File: config.mk
export PLATFORM = sky130hd
export DESIGN_NAME = color_cmd_sequencer_flat
export DESIGN_NICKNAME = d
export VERILOG_FILES = /design/src/rtl/color_cmd_pkg.sv /design/src/rtl/color_cmd_sequencer_if.sv /design/src/rtl/color_cmd_fifo.sv /design/src/rtl/color_cmd_sequencer.sv /design/src/flat_wrapper.sv
export SDC_FILE = /design/constraint.sdc
export NUM_CORES = 1
export LEC_CHECK = 0
export ABC_CLOCK_PERIOD_IN_PS = 3500
export BUFFER_PORTS_ARGS = -buffer_cell sky130_fd_sc_hd__buf_2
export CAP_MARGIN = 20
export CORE_ASPECT_RATIO = 1.75
export CORE_MARGIN = 2
export CORE_UTILIZATION = 50
export CTS_CLUSTER_DIAMETER = 200
export DETAILED_ROUTE_END_ITERATION = 6
export PLACE_DENSITY = 0.78
export SETUP_SLACK_MARGIN = 0.05
export SYNTH_ARGS = -nofsm -noshare
export SYNTH_HDL_FRONTEND = slang
export SYNTH_SLANG_ARGS = --single-unit
File: constraint.sdc
create_clock -name clk -period 3.5 [get_ports clk]
set_clock_uncertainty 0.15 [all_clocks]
set_input_delay 0.175 -clock clk [delete_from_list [all_inputs] [get_ports clk]]
set_output_delay 0.175 -clock clk [all_outputs]
set_load 0.05 [all_outputs]
File: src/rtl/color_cmd_pkg.sv
// color_cmd_pkg: shared types and constants for the Color/HSV command sequencer
package color_cmd_pkg;
  localparam int CMD_W = 2;
  localparam logic [CMD_W-1:0] CMD_NEUTRAL = 2'h3;
  typedef enum logic [1:0] {SEQ_IDLE, SEQ_HOLD, SEQ_GAP} seq_state_t;
  function automatic int entry_w(int hold_w);
    return CMD_W + hold_w;
  endfunction
endpackage

File: src/rtl/color_cmd_sequencer_if.sv
// color_cmd_sequencer_if: valid/ready request bus carrying timed commands
interface color_cmd_sequencer_if #(parameter int HOLD_W = 4);
  import color_cmd_pkg::*;
  logic req_valid;
  logic req_ready;
  logic [CMD_W-1:0] req_cmd;
  logic [HOLD_W-1:0] req_hold;
  modport master(output req_valid, req_cmd, req_hold, input req_ready);
  modport slave(input req_valid, req_cmd, req_hold, output req_ready);
endinterface

File: src/rtl/color_cmd_fifo.sv
// color_cmd_fifo: synchronous FIFO with flush, no bypass between pop and push
module color_cmd_fifo #(
  parameter int DEPTH = 4,
  parameter int W = 6
) (
  input  logic clk,
  input  logic rst,
  input  logic flush,
  input  logic push,
  input  logic pop,
  input  logic [W-1:0] din,
  output logic [W-1:0] dout,
  output logic full,
  output logic empty,
  output logic [$clog2(DEPTH):0] count
);
  localparam int AW = $clog2(DEPTH);
  logic [W-1:0] mem_q [DEPTH];
  logic [AW-1:0] wr_q, wr_d, rd_q, rd_d;
  logic [AW:0] cnt_q, cnt_d;
  logic push_ok, pop_ok;
  assign full = cnt_q == (AW+1)'(DEPTH);
  assign empty = cnt_q == '0;
  assign count = cnt_q;
  assign dout = mem_q[rd_q];
  assign push_ok = push && !full && !flush;
  assign pop_ok = pop && !empty && !flush;
  // pointer and occupancy update; flush discards everything
  always_comb begin
    wr_d = flush ? '0 : wr_q + AW'(push_ok);
    rd_d = flush ? '0 : rd_q + AW'(pop_ok);
    cnt_d = flush ? '0 : cnt_q + (AW+1)'(push_ok) - (AW+1)'(pop_ok);
  end
  // pointer/count registers
  always_ff @(posedge clk) begin
    if (rst) begin
      wr_q <= '0;
      rd_q <= '0;
      cnt_q <= '0;
    end else begin
      wr_q <= wr_d;
      rd_q <= rd_d;
      cnt_q <= cnt_d;
    end
  end
  // storage write
  always_ff @(posedge clk) begin
    if (push_ok) mem_q[wr_q] <= din;
  end
endmodule

File: src/rtl/color_cmd_sequencer.sv
// color_cmd_sequencer: buffers timed commands and replays them on the Color FSM input stream
module color_cmd_sequencer
  import color_cmd_pkg::*;
#(
  parameter int DEPTH = 4,
  parameter int HOLD_W = 4,
  parameter int GAP_CYCLES = 1,
  parameter logic [CMD_W-1:0] IDLE_CMD = CMD_NEUTRAL
) (
  input  logic clk,
  input  logic rst,
  input  logic flush,
  color_cmd_sequencer_if.slave req,
  output logic [CMD_W-1:0] cmd_out,
  output logic cmd_active,
  output logic busy,
  output logic [$clog2(DEPTH):0] fifo_count
);
  typedef struct packed {
    logic [CMD_W-1:0] cmd;
    logic [HOLD_W-1:0] hold;
  } cmd_entry_t;
  localparam int GW = GAP_CYCLES > 1 ? $clog2(GAP_CYCLES) : 1;
  localparam logic [GW-1:0] GAP_INIT = GW'(GAP_CYCLES > 0 ? GAP_CYCLES - 1 : 0);
  cmd_entry_t head;
  logic full, empty, push, pop;
  seq_state_t state_q, state_d;
  logic [CMD_W-1:0] cmd_q, cmd_d;
  logic active_q, active_d;
  logic [HOLD_W-1:0] hold_q, hold_d;
  logic [GW-1:0] gap_q, gap_d;
  assign req.req_ready = !full && !rst && !flush;
  assign push = req.req_valid && req.req_ready;
  assign cmd_out = cmd_q;
  assign cmd_active = active_q;
  assign busy = (fifo_count != '0) || (state_q != SEQ_IDLE);
  color_cmd_fifo #(.DEPTH(DEPTH), .W(entry_w(HOLD_W))) u_fifo (
    .clk(clk),
    .rst(rst),
    .flush(flush),
    .push(push),
    .pop(pop),
    .din({req.req_cmd, req.req_hold}),
    .dout(head),
    .full(full),
    .empty(empty),
    .count(fifo_count)
  );
  // playback FSM: load from FIFO, hold for hold+1 cycles, then optional neutral gap
  always_comb begin
    state_d = state_q;
    cmd_d = cmd_q;
    active_d = active_q;
    hold_d = hold_q;
    gap_d = gap_q;
    pop = 1'b0;
    case (state_q)
      SEQ_IDLE: pop = !empty;
      SEQ_HOLD:
        if (hold_q != '0) hold_d = hold_q - HOLD_W'(1);
        else if (GAP_CYCLES > 0) begin
          cmd_d = IDLE_CMD;
          active_d = 1'b0;
          gap_d = GAP_INIT;
          state_d = SEQ_GAP;
        end else if (!empty) pop = 1'b1;
        else begin
          cmd_d = IDLE_CMD;
          active_d = 1'b0;
          state_d = SEQ_IDLE;
        end
      SEQ_GAP:
        if (gap_q != '0) gap_d = gap_q - GW'(1);
        else if (!empty) pop = 1'b1;
        else state_d = SEQ_IDLE;
      default: state_d = SEQ_IDLE;
    endcase
    if (pop) begin
      cmd_d = head.cmd;
      hold_d = head.hold;
      active_d = 1'b1;
      state_d = SEQ_HOLD;
    end
    if (flush) begin
      pop = 1'b0;
      state_d = SEQ_IDLE;
      cmd_d = IDLE_CMD;
      active_d = 1'b0;
    end
  end
  // FSM and counter registers
  always_ff @(posedge clk) begin
    if (rst) begin
      state_q <= SEQ_IDLE;
      cmd_q <= IDLE_CMD;
      active_q <= 1'b0;
      hold_q <= '0;
      gap_q <= '0;
    end else begin
      state_q <= state_d;
      cmd_q <= cmd_d;
      active_q <= active_d;
      hold_q <= hold_d;
      gap_q <= gap_d;
    end
  end
endmodule
File: src/flat_wrapper.sv
// flat-port wrapper written by rule: the top's interface ports become plain ports
module color_cmd_sequencer_flat import color_cmd_pkg::*;
#(
  parameter int DEPTH = 4,
  parameter int HOLD_W = 4,
  parameter int GAP_CYCLES = 1,
  parameter logic [CMD_W-1:0] IDLE_CMD = CMD_NEUTRAL
)
  (clk, rst, flush, cmd_out, cmd_active, busy, fifo_count, req_req_valid, req_req_cmd, req_req_hold, req_req_ready);
  color_cmd_sequencer_if #(.HOLD_W(HOLD_W)) req_i ();
  input  logic clk;
  input  logic rst;
  input  logic flush;
  output logic [CMD_W-1:0] cmd_out;
  output logic cmd_active;
  output logic busy;
  output logic [$clog2(DEPTH):0] fifo_count;
  input wire logic [$bits(req_i.req_valid)-1:0] req_req_valid;
  input wire logic [$bits(req_i.req_cmd)-1:0] req_req_cmd;
  input wire logic [$bits(req_i.req_hold)-1:0] req_req_hold;
  output wire logic [$bits(req_i.req_ready)-1:0] req_req_ready;
  assign req_i.req_valid = req_req_valid;
  assign req_i.req_cmd = req_req_cmd;
  assign req_i.req_hold = req_req_hold;
  assign req_req_ready = req_i.req_ready;
  color_cmd_sequencer #(.DEPTH(DEPTH), .HOLD_W(HOLD_W), .GAP_CYCLES(GAP_CYCLES), .IDLE_CMD(IDLE_CMD)) u_core (.clk(clk), .rst(rst), .flush(flush), .req(req_i), .cmd_out(cmd_out), .cmd_active(cmd_active), .busy(busy), .fifo_count(fifo_count));
endmodule
==> summary.txt, run 1 <==
Layout
  • Area Overhead vs Synth: 17.59%
  • Fin area: 0.001991 mm²
  • Number of diodes: 0
  • Nets: 169
  • Ratio of cells with drive above 1 in the final layout: 23.72%
  • # fillers: 279

STA
  • RSZ-0062 raised after global routing: no
  • Slew Viols, Final: 0
  • Slew Limit Headroom: 38.47%
  • Crit share post-route: 77.01%
  • Final Setup Violations: 0
  • Slew @ Worst Pin: 0.9159 ns
  • FMAX: 371.0 MHz
  • Min cycle time layout: 2.695 ns
  • Fin Setup TNS: 0 ns
  • Final hold vios: 0

Detailed routing
  • Wirelength, routed: 3.078 mm
  • M1 WL: 1.159 mm
  • Detailed-router iteration count before antenna repair: 4
  • WL per Instance: 15.31 µm
  • Routed vias: 1112
  • Drt first-iter violations: 40
  • Remaining DRCs: 0
  • Final antenna-violating net count: 0
  • Wire length on met3: 94 µm
  • Via-to-Cell Ratio: 5.532
  • Top Metal Used: met4
  • Routed wl met2: 1.751 mm

Floorplan
  • Die W: 47.99 µm
  • Die H: 80.98 µm
  • Die area: 0.003886 mm²
  • Row count: 28
  • Initial Util: 51.41%
  • Core area: 0.003293 mm²
  • I/O pin count: 18

Global routing
  • Initial antenna violation count: 0
  • Total GRT Usage: 18.59%
  • Total gr overflow: 0
  • Largest net degree at the start of global routing: 16
  • Vias in the first global route: 1065
  • First-pass GRT wire length: 4.836 mm

Power and ir drop
  • Comb power frac: 11.1%
  • P_sw: 0.0002446 W
  • Peak supply drop: 384.1 µV
  • Static leakage: 0.6849 nW
  • Switching share of total power: 26.17%
  • Seq pwr share: 55.6%
  • Clock network power share: 33.3%
  • Pint: 0.0006899 W
  • Cell Pwr Density: 469.4 mW/mm²

Logic synthesis
  • Post-synth net total: 141
  • Post-synthesis register bit count: 40
  • Syn_area_per_cell: 13.33 µm²
  • Main synth FF type: edfxtp_1
  • FFs w/ async S/R, synth: 0%
  • Count leader, synth: edfxtp_1
  • Synth Cell Area: 0.001693 mm²
  • Synth top cells by count: edfxtp_1 (24), dfxtp_1 (16), nor3_1 (8), mux4_2 (6)
  • Top area cells in the synthesized netlist: edfxtp_1 (43%), dfxtp_1 (19%), mux4_2 (8.0%)
  • Yosys warnings: 0
  • Gate Count Post-Synth: 127
  • Area leader, netlist: edfxtp_1
  • Area share of the largest cell type after synthesis: 42.57%
  • Cell variety after synth: 36
  • Number of synthesized flops with an enable pin: 24
  • Sequential area share after synthesis: 61.49%

CTS
  • # resized after CTS: 0
  • Post-CTS Setup Bufs: 0
  • Total CTS buffers: 5
  • Num Clock Sinks: 40
  • Cts hold-fix bufs: 7
  • Root Driver: clkbuf_8
  • H-Tree Depth: 2
  • Worst-Skew Late Latency: 0.30 ns
  • Clock Path Buffers: 2
  • Worst-path clk slew: 0.08 ns
  • CTS tree: built

Worst hold path
  • Hold Path Stages: 3
  • HP Start: flush
  • Hold endpoint: u_core.cmd_out[1]
  • HP Class: in2reg

Setup path
  • CP required: 3.55 ns
  • RR Endpoint: u_core.u_fifo.count[2]
  • CP max-delay cell: dlygate4sd3_1
  • Setup crit start kind: input port
  • Max incr delay on CP: 0.53 ns
  • Critical Path Most Common Cell: xnor2_1
  • Worst R2R Start: u_core.u_fifo.count[2]
  • CP Max Fanout: 7
  • FF-to-FF path depth: 8
  • Critical-path cell list: dlygate4sd3_1 -> buf_2 -> nor2_1 -> nand3_1 -> xnor2_1 -> ha_1 -> fa_1 -> xnor2_1 -> xnor2_1 -> nor2_1
  • Arrival @ worst endpoint: 2.74 ns
  • R2R setup slack: 1.06 ns
  • Nature of the critical path endpoint: register
  • Kind of critical path: in2reg

Placed design
  • DP Wirelength: 2.294 mm
  • Dpl cell area: 0.001828 mm²
  • Port-buffer cells: 17
  • Routability cong.: 0.7709

Job
  • Maxcap violations: 0

Status
  • Outcome: complete, no violations
==> power by group through the flow <==
stage	combinational (W)	sequential [W]	clock, W
3_3_place_gp	0.0000928	0.000529	0
2_1_floorplan	0.0000654	0.000534	0
4_1_cts	0.000104	0.000520	0.000316
3_5_place_dp	0.0000974	0.000531	0
5_1_grt	0.000113	0.000522	0.000335
6_report	0.000104	0.000520	0.000311
==> cells by family after synthesis <==
kind of cell,count (synthesis),synth area share [%]
buf+inv,11,2.587
mux,6,7.982
simple gates,41,14.56
xor+xnor,4,2.069
fa+ha+maj,4,3.400
flops,40,61.49
compound gates,21,7.908
==> flip-flops by register name, indices dropped and copies added (netlist names) <==
signal / flops
u_core.cmd_out: 2
u_core.u_fifo.count: 3
u_core.u_fifo.wr_q: 2
u_core.cmd_active: 1
u_core.state_q: 2
u_core.u_fifo.mem_q: 24
u_core.hold_q: 4
u_core.u_fifo.rd_q: 2
==> cell usage in the layout, fill, tap and decap left out, types with 2 or more instances in the layout <==
master	count
and2_1	4
a311oi_1	2
xnor2_1	4
or3_1	2
o21ai_0	5
buf_4	2
inv_1	4
dlygate4sd3_1	7
ha_1	3
a221oi_1	2
nor3_1	8
nor2_1	4
clkinvlp_4	2
nand3_1	5
dfxtp_1	16
or3b_1	3
clkbuf_8	5
nor2b_1	2
edfxtp_1	24
a21oi_1	5
buf_2	17
nor3b_1	3
inv_2	2
o31ai_1	2
mux4_2	6
o21ai_1	2
nand2_1	3
==> through the flow <==
| stage | utilization (%) | setup WS, ns | hold slack [ns] | cells | total power (W) |
|---|---|---|---|---|---|
| 2_1_floorplan | - | 0.9414 | 0.09441 | 127 | 0.0005990 |
| 3_3_place_gp | 55.51 | 1.216 | 0.2354 | 186 | 0.0006220 |
| 3_5_place_dp | 55.51 | 1.060 | 0.2443 | 186 | 0.0006282 |
| 4_1_cts | 60.45 | 0.8214 | 0.03908 | 201 | 0.0009392 |
| 5_1_grt | 60.45 | 0.6231 | 0.07948 | 201 | 0.0009703 |
| 6_report | 60.45 | 0.8048 | 0.04474 | 201 | 0.0009345 |
==> layout make-up <==
cell class	count	area (µm²)	area share (%)
Clock buffer	5	68.82	3.457
Multi-Input combinational cell	76	608.1	30.55
Timing Repair Buffer	26	170.2	8.548
Tap cell	45	56.30	2.828
Clock inverter	3	23.77	1.194
Inverter	6	22.52	1.131
Sequential cell	40	1041	52.29
==> critical path, delay by kind of cell <==
family,cells,cell delay [ns]
fa+ha+maj,2,0.58
simple gates,3,0.69
xor+xnor,3,0.58
buf+inv,2,0.70
==> how the worst max path moves through the flow <==
stage                           startpoint                endpoint  slack, ns  cells after the start
global placement                       rst  u_core.u_fifo.count[2]       1.22                      9
global route                           rst  u_core.u_fifo.count[2]       0.62                     10
floorplan           u_core.u_fifo.count[2]  u_core.u_fifo.count[2]       0.94                      8
finish                                 rst  u_core.u_fifo.count[2]       0.80                     10
CTS                                    rst  u_core.u_fifo.count[2]       0.82                     10
detailed placement  u_core.u_fifo.count[2]  u_core.u_fifo.count[2]       1.06                      8
==> per-layer routing <==
metal,vias up,track usage [%]
met5,-,0
li1,543,-
met4,0,8.919
met1,542,18.91
met3,5,6.000
met2,22,32.13
(Power assumes the default switching activity.)
==> run 2, diff against run 1 <==
--- a/config.mk
+++ b/config.mk
@@ -5,7 +5,7 @@
 export SDC_FILE = /design/constraint.sdc
 export NUM_CORES = 1
 export LEC_CHECK = 0
-export ABC_CLOCK_PERIOD_IN_PS = 3500
+export ABC_CLOCK_PERIOD_IN_PS = 2800
 export BUFFER_PORTS_ARGS = -buffer_cell sky130_fd_sc_hd__buf_2
 export CAP_MARGIN = 20
 export CORE_ASPECT_RATIO = 1.75
==> constraint.sdc (replaced) <==
create_clock -name clk -period 2.8 [get_ports clk]
set_clock_uncertainty 0.15 [all_clocks]
set_input_delay 0.14 -clock clk [delete_from_list [all_inputs] [get_ports clk]]
set_output_delay 0.14 -clock clk [all_outputs]
set_load 0.05 [all_outputs]
==> run 2 against run 1 <==
Combinational power is 28% higher. Total power increased by 22%. Via count decreased by 1.5%. Sequential share of layout area shrank 0.33 points. Largest power group unchanged. Setup slack lost 0.51 ns. Clock power up 16%. Wire length shrank 0.36%.
==> summary.txt, run 2 (synthesis gave the netlist of run 1 again) <==
Floorplan
  • Initial Util: 51.41%
  • Die H: 80.98 µm
  • I/O pin count: 18
  • Row count: 28
  • Core area: 0.003293 mm²
  • Die area: 0.003886 mm²
  • Die W: 47.99 µm

Layout
  • # fillers: 285
  • Number of diodes: 0
  • Final core occ: 60.83%
  • Ratio of cells with drive above 1 in the final layout: 24.53%
  • Nets: 172
  • Area Overhead vs Synth: 18.33%
  • Commonest non-fill, non-tap cells in the layout: edfxtp_1 (24), buf_2 (17), dfxtp_1 (16), nor3_1 (8), dlygate4sd3_1 (7)
  • Max reg flops: 24
  • Most flops, register: u_core.u_fifo.mem_q
  • Commonest non-fill, non-tap cell in the layout: edfxtp_1

CTS
  • H-Tree Depth: 2
  • CTS tree: built
  • Total CTS buffers: 5
  • Clock Path Buffers: 2
  • Root Driver: clkbuf_8
  • Worst-Skew Late Latency: 0.29 ns
  • Worst-path clk slew: 0.07 ns
  • Num Clock Sinks: 40
  • # resized after CTS: 0

Setup path
  • Nature of the critical path endpoint: register
  • Kind of critical path: in2reg
  • Setup crit start kind: input port
  • CP Max Fanout: 7
  • CP max-delay cell: dlygate4sd3_1
  • FF-to-FF path depth: 8
  • CP required: 2.84 ns
  • Critical Path Most Common Cell: xnor2_1
  • Max incr delay on CP: 0.53 ns
  • Critical-path cell list: dlygate4sd3_1 -> buf_2 -> nor2_1 -> buf_4 -> nand3_1 -> xnor2_1 -> ha_1 -> fa_1 -> xnor2_1 -> xnor2_1 -> nor2_1
  • Arrival @ worst endpoint: 2.54 ns

Detailed routing
  • Wirelength, routed: 3.067 mm
  • Via-to-Cell Ratio: 5.368
  • Routed vias: 1095
  • WL per Instance: 15.03 µm
  • Detailed-router iteration count before antenna repair: 4
  • Drt first-iter violations: 37
  • Final antenna-violating net count: 0
  • Remaining DRCs: 0

Status
  • Outcome: complete, no violations

STA
  • Final Setup Violations: 0
  • RSZ-0062 raised after global routing: no
  • Slew Limit Headroom: 69.29%
  • Crit share post-route: 89.46%
  • Slew Viols, Final: 0
  • Fin Setup TNS: 0 ns
  • FMAX: 399.2 MHz
  • Final worst slack: 0.2953 ns
  • Slew @ Worst Pin: 0.4600 ns
  • Min cycle time layout: 2.505 ns
  • Final hold vios: 0
  • Hold_ws: 0.06941 ns

Global routing
  • Largest net degree at the start of global routing: 16
  • Total GRT Usage: 18.79%
  • Vias in the first global route: 1138
  • Initial antenna violation count: 0
  • First-pass GRT wire length: 4.988 mm
  • Total gr overflow: 0

Job
  • Maxcap violations: 0

Worst hold path
  • HP Class: in2reg
  • Hold Path Stages: 3

Placed design
  • DP Wirelength: 2.261 mm
  • Pre-CTS setup slack: 0.3441 ns
  • Routability cong.: 0.7156
  • Port-buffer cells: 17

Power and ir drop
  • Static leakage: 0.7045 nW
  • Cell Pwr Density: 570.9 mW/mm²
  • Peak supply drop: 495.9 µV
run 2: final timing paths:
path	slack [ns]	start	end
min reg2reg	0.33	u_core.cmd_active	u_core.cmd_active
max	0.30	rst	u_core.u_fifo.count[2]
max reg2reg	0.33	u_core.u_fifo.count[2]	u_core.u_fifo.count[2]
min	0.07	flush	u_core.state_q[0]
run 2: repair_timing:
item                      4_1_cts  5_1_grt
hold endpoints to repair       27        0
setup buffers                   0        0
hold buffers                    7        0
run 2: through the flow:
step / power, W / std cells / area [µm²]
floorplan: 0.0007488 / 127 / 1693
global placement: 0.0007817 / 189 / 1851
detailed placement: 0.0007883 / 189 / 1851
CTS: 0.001150 / 204 / 2003
global route: 0.001188 / 204 / 2003
finish: 0.001144 / 204 / 2003
run 2: worst max-delay path, delay by kind of cell:
family        cells  cell delay [ns]
simple gates      3             0.38
fa+ha+maj         2             0.58
buf+inv           3             0.85
xor+xnor          3             0.59
run 2: layer usage:
layer,vias to the layer above,wire length (µm),global-route usage [%],part of all wire (%)
li1,544,-,-,-
met1,528,1184,19.27,39
met2,16,1742,33.07,57
met3,7,76,5.111,2.5
met4,0,63,8.649,2.1
met5,-,0,0,0
run 2: cell type report:
type | count | area [µm²] | area share (%)
flip-flops and latches | 40 | 1041 | 51.97
multi-input cells | 76 | 608.1 | 30.36
repair buffers | 29 | 192.7 | 9.619
clock buffers | 5 | 68.82 | 3.435
well taps | 45 | 56.30 | 2.811
inverters | 6 | 22.52 | 1.124
clock inverters | 3 | 13.76 | 0.6871
run 2: where the power goes:
group	total [W]	switching (W)	internal [W]
clock	0.000361	0.000192	0.000169
combinational	0.000133	0.0000788	0.0000538
sequential	0.000650	0.0000138	0.000636
